File: src/rtl/music_sequencer.sv
`timescale 1ns/1ps
// Purpose : steps through a song in the note ROM, one tone-generator note at a time.
// Latency : start -> note_en high on the 3rd cycle; note_finish -> next note after GAP_CYCLES+2 low cycles.
// Backpressure: none; each note is held until the tone generator reports finish, stop aborts at once.
//
// Ports:
//   clk, rst (sync, active high)      clock and reset
//   start, stop, loop, song_base       player control
//   rom_addr / rom_data                synchronous note ROM, data one cycle after address
//   note_en, note_scale, note_time     tone generator command
//   note_finish                        tone generator finish (slow domain, synchronized here)
//   busy, done                         status: not-idle level, natural end-of-song pulse
module music_sequencer #(
  parameter int ADDR_W     = 8,
  parameter int MAX_NOTES  = 256,
  parameter int GAP_CYCLES = 4
) (
  input  logic              clk,
  input  logic              rst,
  input  logic              start,
  input  logic              stop,
  input  logic              loop,
  input  logic [ADDR_W-1:0] song_base,
  output logic [ADDR_W-1:0] rom_addr,
  input  logic [15:0]       rom_data,
  output logic              note_en,
  output logic [4:0]        note_scale,
  output logic [10:0]       note_time,
  input  logic              note_finish,
  output logic              busy,
  output logic              done
);

  localparam int CNT_W = $clog2(MAX_NOTES + 1);
  localparam int GAP_W = $clog2(GAP_CYCLES + 1);

  typedef enum logic [2:0] {
    S_IDLE,
    S_FETCH,
    S_LOAD,
    S_PLAY,
    S_GAP,
    S_DONE
  } state_t;

  state_t             state, state_n;
  logic [ADDR_W-1:0]  addr_n;
  logic [CNT_W-1:0]   note_cnt, cnt_n;
  logic [GAP_W-1:0]   gap_cnt, gap_n;
  logic [4:0]         scale_n;
  logic [10:0]        time_n;
  logic               fin_m, fin_s;

  logic [4:0]         rom_scale;
  logic [10:0]        rom_ms;
  logic               song_end;

  assign rom_scale = rom_data[15:11];
  assign rom_ms    = rom_data[10:0];
  // A zero duration marks the end; a runaway song without a marker ends after MAX_NOTES.
  assign song_end  = (rom_ms == 11'd0) || (note_cnt == CNT_W'(MAX_NOTES));

  // note_finish comes from the slow tone-generator domain.
  always_ff @(posedge clk) begin
    if (rst) begin
      fin_m <= 1'b0;
      fin_s <= 1'b0;
    end else begin
      fin_m <= note_finish;
      fin_s <= fin_m;
    end
  end

  always_ff @(posedge clk) begin
    if (rst) begin
      state      <= S_IDLE;
      rom_addr   <= '0;
      note_cnt   <= '0;
      gap_cnt    <= '0;
      note_scale <= 5'd0;
      note_time  <= 11'd0;
      note_en    <= 1'b0;
      busy       <= 1'b0;
      done       <= 1'b0;
    end else begin
      state      <= state_n;
      rom_addr   <= addr_n;
      note_cnt   <= cnt_n;
      gap_cnt    <= gap_n;
      note_scale <= scale_n;
      note_time  <= time_n;
      // Status outputs are registered copies of the state being entered.
      note_en    <= (state_n == S_PLAY);
      busy       <= (state_n != S_IDLE);
      done       <= (state_n == S_DONE);
    end
  end

  always_comb begin
    state_n = state;
    addr_n  = rom_addr;
    cnt_n   = note_cnt;
    gap_n   = gap_cnt;
    scale_n = note_scale;
    time_n  = note_time;

    case (state)
      S_IDLE: begin
        if (start) begin
          addr_n  = song_base;
          cnt_n   = '0;
          state_n = S_FETCH;
        end
      end
      S_FETCH: state_n = S_LOAD;
      S_LOAD: begin
        if (song_end) begin
          if (loop) begin
            addr_n  = song_base;
            cnt_n   = '0;
            state_n = S_FETCH;
          end else begin
            state_n = S_DONE;
          end
        end else begin
          // Scales above 21 have no tone; play them as a rest of the same length.
          scale_n = (rom_scale > 5'd21) ? 5'd0 : rom_scale;
          time_n  = rom_ms;
          state_n = S_PLAY;
        end
      end
      S_PLAY: begin
        if (fin_s) begin
          gap_n   = '0;
          state_n = S_GAP;
        end
      end
      S_GAP: begin
        // The gap also gives the finish synchronizer time to drain before the next PLAY.
        if (gap_cnt == GAP_W'(GAP_CYCLES - 1)) begin
          addr_n  = rom_addr + ADDR_W'(1);
          cnt_n   = note_cnt + CNT_W'(1);
          state_n = S_FETCH;
        end else begin
          gap_n = gap_cnt + GAP_W'(1);
        end
      end
      S_DONE:  state_n = S_IDLE;
      default: state_n = S_IDLE;
    endcase

    // stop overrides everything, including a same-cycle start.
    if (stop) begin
      state_n = S_IDLE;
      addr_n  = rom_addr;
      cnt_n   = note_cnt;
    end
  end

endmodule

File: config.mk
export PLATFORM = sky130hd
export DESIGN_NAME = music_sequencer
export DESIGN_NICKNAME = d
export VERILOG_FILES = /design/src/rtl/music_sequencer.sv
export SDC_FILE = /design/constraint.sdc
export NUM_CORES = 1
export LEC_CHECK = 0
export CAP_MARGIN = 25
export CORE_MARGIN = 5
export CORE_UTILIZATION = 50
export DETAILED_ROUTE_END_ITERATION = 10
export PLACE_DENSITY = 0.83
export SYNTH_ARGS = -nofsm -noshare
export SYNTH_HDL_FRONTEND = slang
export SYNTH_SLANG_ARGS = --single-unit
File: constraint.sdc
create_clock -name clk -period 4.7 [get_ports clk]
set_input_delay 0.94 -clock clk [delete_from_list [all_inputs] [get_ports clk]]
set_output_delay 0.94 -clock clk [all_outputs]
set_load 0.01 [all_outputs]
### Word level (Yosys, flattened, before mapping)

Index checks and enable logic that the tools add are counted.

* $add $sub $neg: 3
* shifts and indexed selects: 0
* reductions and logical operators: 9
* div/mod/pow operators: 0
* bitwise logic cells: 2
* $mul: 0
* equal/unequal tests: 14
* $lt $le $gt $ge: 1
* multiplexer cells: 21

Operators by type and width (count)
* 2-to-1 mux 9 bit: 4
* 2-to-1 mux 8 bit: 4
* case mux 9 bit (3 select lines): 1
* 2-to-1 mux 3 bit: 8
* case mux 8 bit (3 select lines): 1
* case mux 3 bit (5 select lines): 1
* == test 3 x 2 -> 1 bit (second input constant): 4
* inequality test 2 bit (second input constant): 6
* zero test 11 bit: 1
* adder 9 x 1 -> 9 bit (second input constant): 1
* == test 9 bit (second input constant): 1
* adder 8 x 1 -> 8 bit (second input constant): 1
* == test 3 bit (second input constant): 2
* case mux 3 bit (2 select lines): 1
* AND reduction 6 bit: 1
* nonzero test 3 bit: 2
* greater-than comparator 5 bit (second input constant): 1
* 2-to-1 mux 5 bit: 1
* adder 3 x 1 -> 3 bit (second input constant): 1
* == test 3 x 1 -> 1 bit (second input constant): 1
* zero test 3 bit: 1
* AND reduction 3 bit: 1
* NOT 1 bit: 2
* AND reduction 2 bit: 1
* 2 further kinds: 2

* output and inout bits: 27
* latch bits: 0
* bits in read-only memories: 0
* bits in writable memories: 0
* memories kept: 0
* flip-flop bits (word level): 44
* input bits: 30

### Depth between registers and ports, before layout

* depth in word-level cells: 6
* mapped depth: 8
* mapped depth without buffers: 7

### Least setup slack after synthesis

Ideal clock, no wire load.

* path kind: input -> register
* start: in rom_data[3]
* end: reg note_cnt[3]
* data arrival time: 2.477 ns
* path slack: 2.153 ns
* stages on the path: 5
* cell sequence: nor4_1 nand3_1 a2111o_1 or4_1 a21oi_1

* word-level cells in the longest chain between the ends: 4

RTL lines
* start: declaration: RTL line 25 `input logic [15:0] rom_data,`
* zero test 11 bit: RTL line 61 `assign song_end = (rom_ms == 11'd0) || (note_cnt == CNT_W'(MAX_NOTES));`
* logical OR 1 bit: RTL line 61
* inequality test 2 bit (no source line)
* AND reduction 6 bit (no source line)
* end signal: assignment: RTL line 88 `note_cnt <= cnt_n;`
* end: declaration: RTL line 48 `logic [CNT_W-1:0] note_cnt, cnt_n;`

No other way between the ends.
A chain may end at the register's enable or synchronous reset.

### Worst setup path in the final report

Ends and elaborated chain as after synthesis.

==> results.ini <==
[final_layout]
drive_gt1_share_pct = 4.207
final_common_cell = clkdlybuf4s50_1
fin_util_pct = 67.91
syn_to_final_growth_pct = 31.74
final_cells = 359
diodes = 0
nets = 346
final_cell_mix = clkdlybuf4s50_1 (56), dfxtp_1 (44), nand2_1 (43)
design_area_um2 = 2716

[die]
die_w_um = 74.22
dieHeight_um = 74.22
coreArea_um2 = 4000
pin_count = 57
fp.dieArea_um2 = 5509
rows = 23
start_util_pct = 51.55

[critical_path]
crit_arrival_ns = 3.30
rrSetupSlack_ns = 2.18
reg2regPathDepth = 5
cp-end-kind = register
crit_path_start_kind = primary input
worstPathRequired_ns = 4.92
cp_max_fo = 17
crit_type = in2reg

[status]
outcome = finished, final reports clean

[clock_tree]
holdBufCountCts = 0
cts-buffers-inserted = 5
clk_latency_ns = 0.29
clockBufferDepth = 2
cts_setup_buffers = 0
htreeDepth = 2
cts_tree = done
cts_resized = 0
clkSinkCount = 44
path_clk_slew_ns = 0.08
cts-root-buf = clkbuf_8

[power_and_ir_drop]
p_per_area_nw_per_um2 = 250.7
pwr-share-seq_pct = 57.1
p_comb_share_pct = 11.7
switching_share_pct = 23.40
total_leakage_power_uw = 0.0009064
finalPower_uw = 681.0
p_clk_share_pct = 31.1
p_sw_uw = 159.4
vdd_ir_drop_max_mv = 0.1410
p_int_uw = 521.6

[timing]
rsz0062_at_grt = false
setup_violations = 0
max_freq_ghz = 0.3252
hold_viol = 0
finClkSkew_ns = 0.004164
slew_headroom_pct = 40.82
finalSetupTns_ns = 0
slew_violations = 0
worstMarginPinSlew_ns = 0.8877
period_minus_slack_ns = 3.075
period_share_pct = 65.43

[grt]
grt_overflow = 0
met3_usage_pct = 5.811
grt_first_pass_wirelength_um = 8059
grtUsageMet2_pct = 31.89
antenna_found_initial = 0
grt_max_degree = 44
grt_pass1_vias = 1881
globalRoute.busiestLayer = met2
track_usage_pct = 18.44
use_met1_pct = 22.09

[detailed_routing]
via_count = 1996
viasPerCell = 5.560
drt-initial-drc-count = 86
post_drt_wl_per_cell_um = 14.01
drtPass1Iterations = 5
wirelength_um = 5029
drc = 0
ant_nets = 0

[placed_design]
dp.cells = 354
post_dp_cell_area_um2 = 2648
place.gp.congestion = 0.8382
dp_hpwl_um = 3473
port_buffers = 56

[yosys]
syn_inst = 259
yosysSeqAreaShare_pct = 42.72
avgSynthCellArea_um2 = 7.961
synth-compound-area-share_pct = 20.63
synthSimpleGateAreaFrac_pct = 28.03
ys_warn_count = 0
yosysTopAreaCellShare_pct = 42.72
synth_top_family_by_area = simple AND/OR/NAND/NOR gates
ys_ff_latch = 44
ys_top_cells_by_area = dfxtp_1 (43%), a21oi_1 (9.2%), nand2_1 (7.8%)
syn_nets = 294
synth_xor_area_share_pct = 0
synthMuxAreaShare_pct = 1.942
synthAdderAreaFrac_pct = 3.034
yosysUniqueCellTypes = 41
syn_area_um2 = 2062
synth_top_area_cell = dfxtp_1

[flow_run]
maxCapViolations = 0

[min_path]
hold_class = reg2reg
hold_depth = 1

==> through the flow <==
step                      worst slack [ns]  hold WS (ns)
after global routing                 1.462        0.4650
after detailed placement             1.319        0.4400
after CTS                            1.614        0.4567
after floorplan                      2.153        0.4138
after global placement               1.403        0.4221
final                                1.625        0.4514
==> synthesized netlist by cell type <==
library cell	count
dfxtp_1	44
nand2_1	43
a21oi_1	38
nor2_1	23
nand3_1	13
o21ai_0	11
clkbuf_1	9
nor3_1	7
inv_1	6
ha_1	5
nand2b_1	5
nand4b_1	5
a31oi_1	4
mux2i_1	4
buf_2	3
nand4_1	3
nor2b_1	3
o31ai_1	3
a211oi_1	2
a311oi_1	2
and2_1	2
nand3b_1	2
nor3b_1	2
nor4_1	2
or3b_2	2
a2111o_1	1
a2111oi_4	1
a211o_1	1
a21o_1	1
a41oi_2	1
and2_0	1
and3_1	1
buf_1	1
nor4_2	1
o21a_1	1
o21ai_1	1
o21bai_1	1
o32ai_1	1
or2_2	1
or3_1	1
or4_1	1
==> worst max-delay path: stages <==
cell	delay [ns]
clkdlybuf4s50_1	0.43
nor4_1	0.32
nand3_1	0.25
a2111o_1	0.64
or4_1	0.54
a21oi_1	0.16
==> layout make-up <==
| cell class | count | area [um^2] |
|---|---|---|
| Clock buffer | 5 | 68.82 |
| Multi-Input combinational cell | 196 | 1106 |
| Sequential cell | 44 | 880.8 |
| Inverter | 6 | 22.52 |
| Fill cell | 348 | 1284 |
| Tap cell | 50 | 62.56 |
| Timing Repair Buffer | 58 | 575.6 |
==> routing by layer <==
| layer | part of all wire [%] | vias up |
|---|---|---|
| met5 | 0 | - |
| met4 | 1.1 | 0 |
| li1 | - | 1024 |
| met1 | 44 | 896 |
| met2 | 46 | 70 |
| met3 | 8.5 | 6 |
==> power groups by stage <==
stage               combinational, uW  clock (uW)  sequential (uW)
floorplan                        30.8           0              399
global placement                 78.4           0              397
detailed placement               79.6           0              398
CTS                              80.1         217              389
global route                     87.5         225              390
finish                           79.9         212              389
==> logic make-up after synthesis <==
group	Yosys count
buffers and inverters	19
AO/OA/AOI/OAI	69
AND/OR/NAND/NOR	118
flip-flops	44
adder cells (fa/ha/maj)	5
multiplexers	4
==> sequential cells by signal, indices dropped and copies added (netlist names) <==
name	count
note_cnt	9
note_scale	5
busy	1
note_en	1
gap_cnt	3
note_time	11
fin_s	1
state	3
done	1
rom_addr	8
fin_m	1
==> worst paths after layout <==
path,from,to
worst min register to register,fin_m,fin_s
worst max register to register,note_cnt[2],note_cnt[3]
worst min-delay path,fin_m,fin_s
worst max-delay path,rom_data[3],note_cnt[3]
No activity file was read; power rests on OpenSTA's default activity.
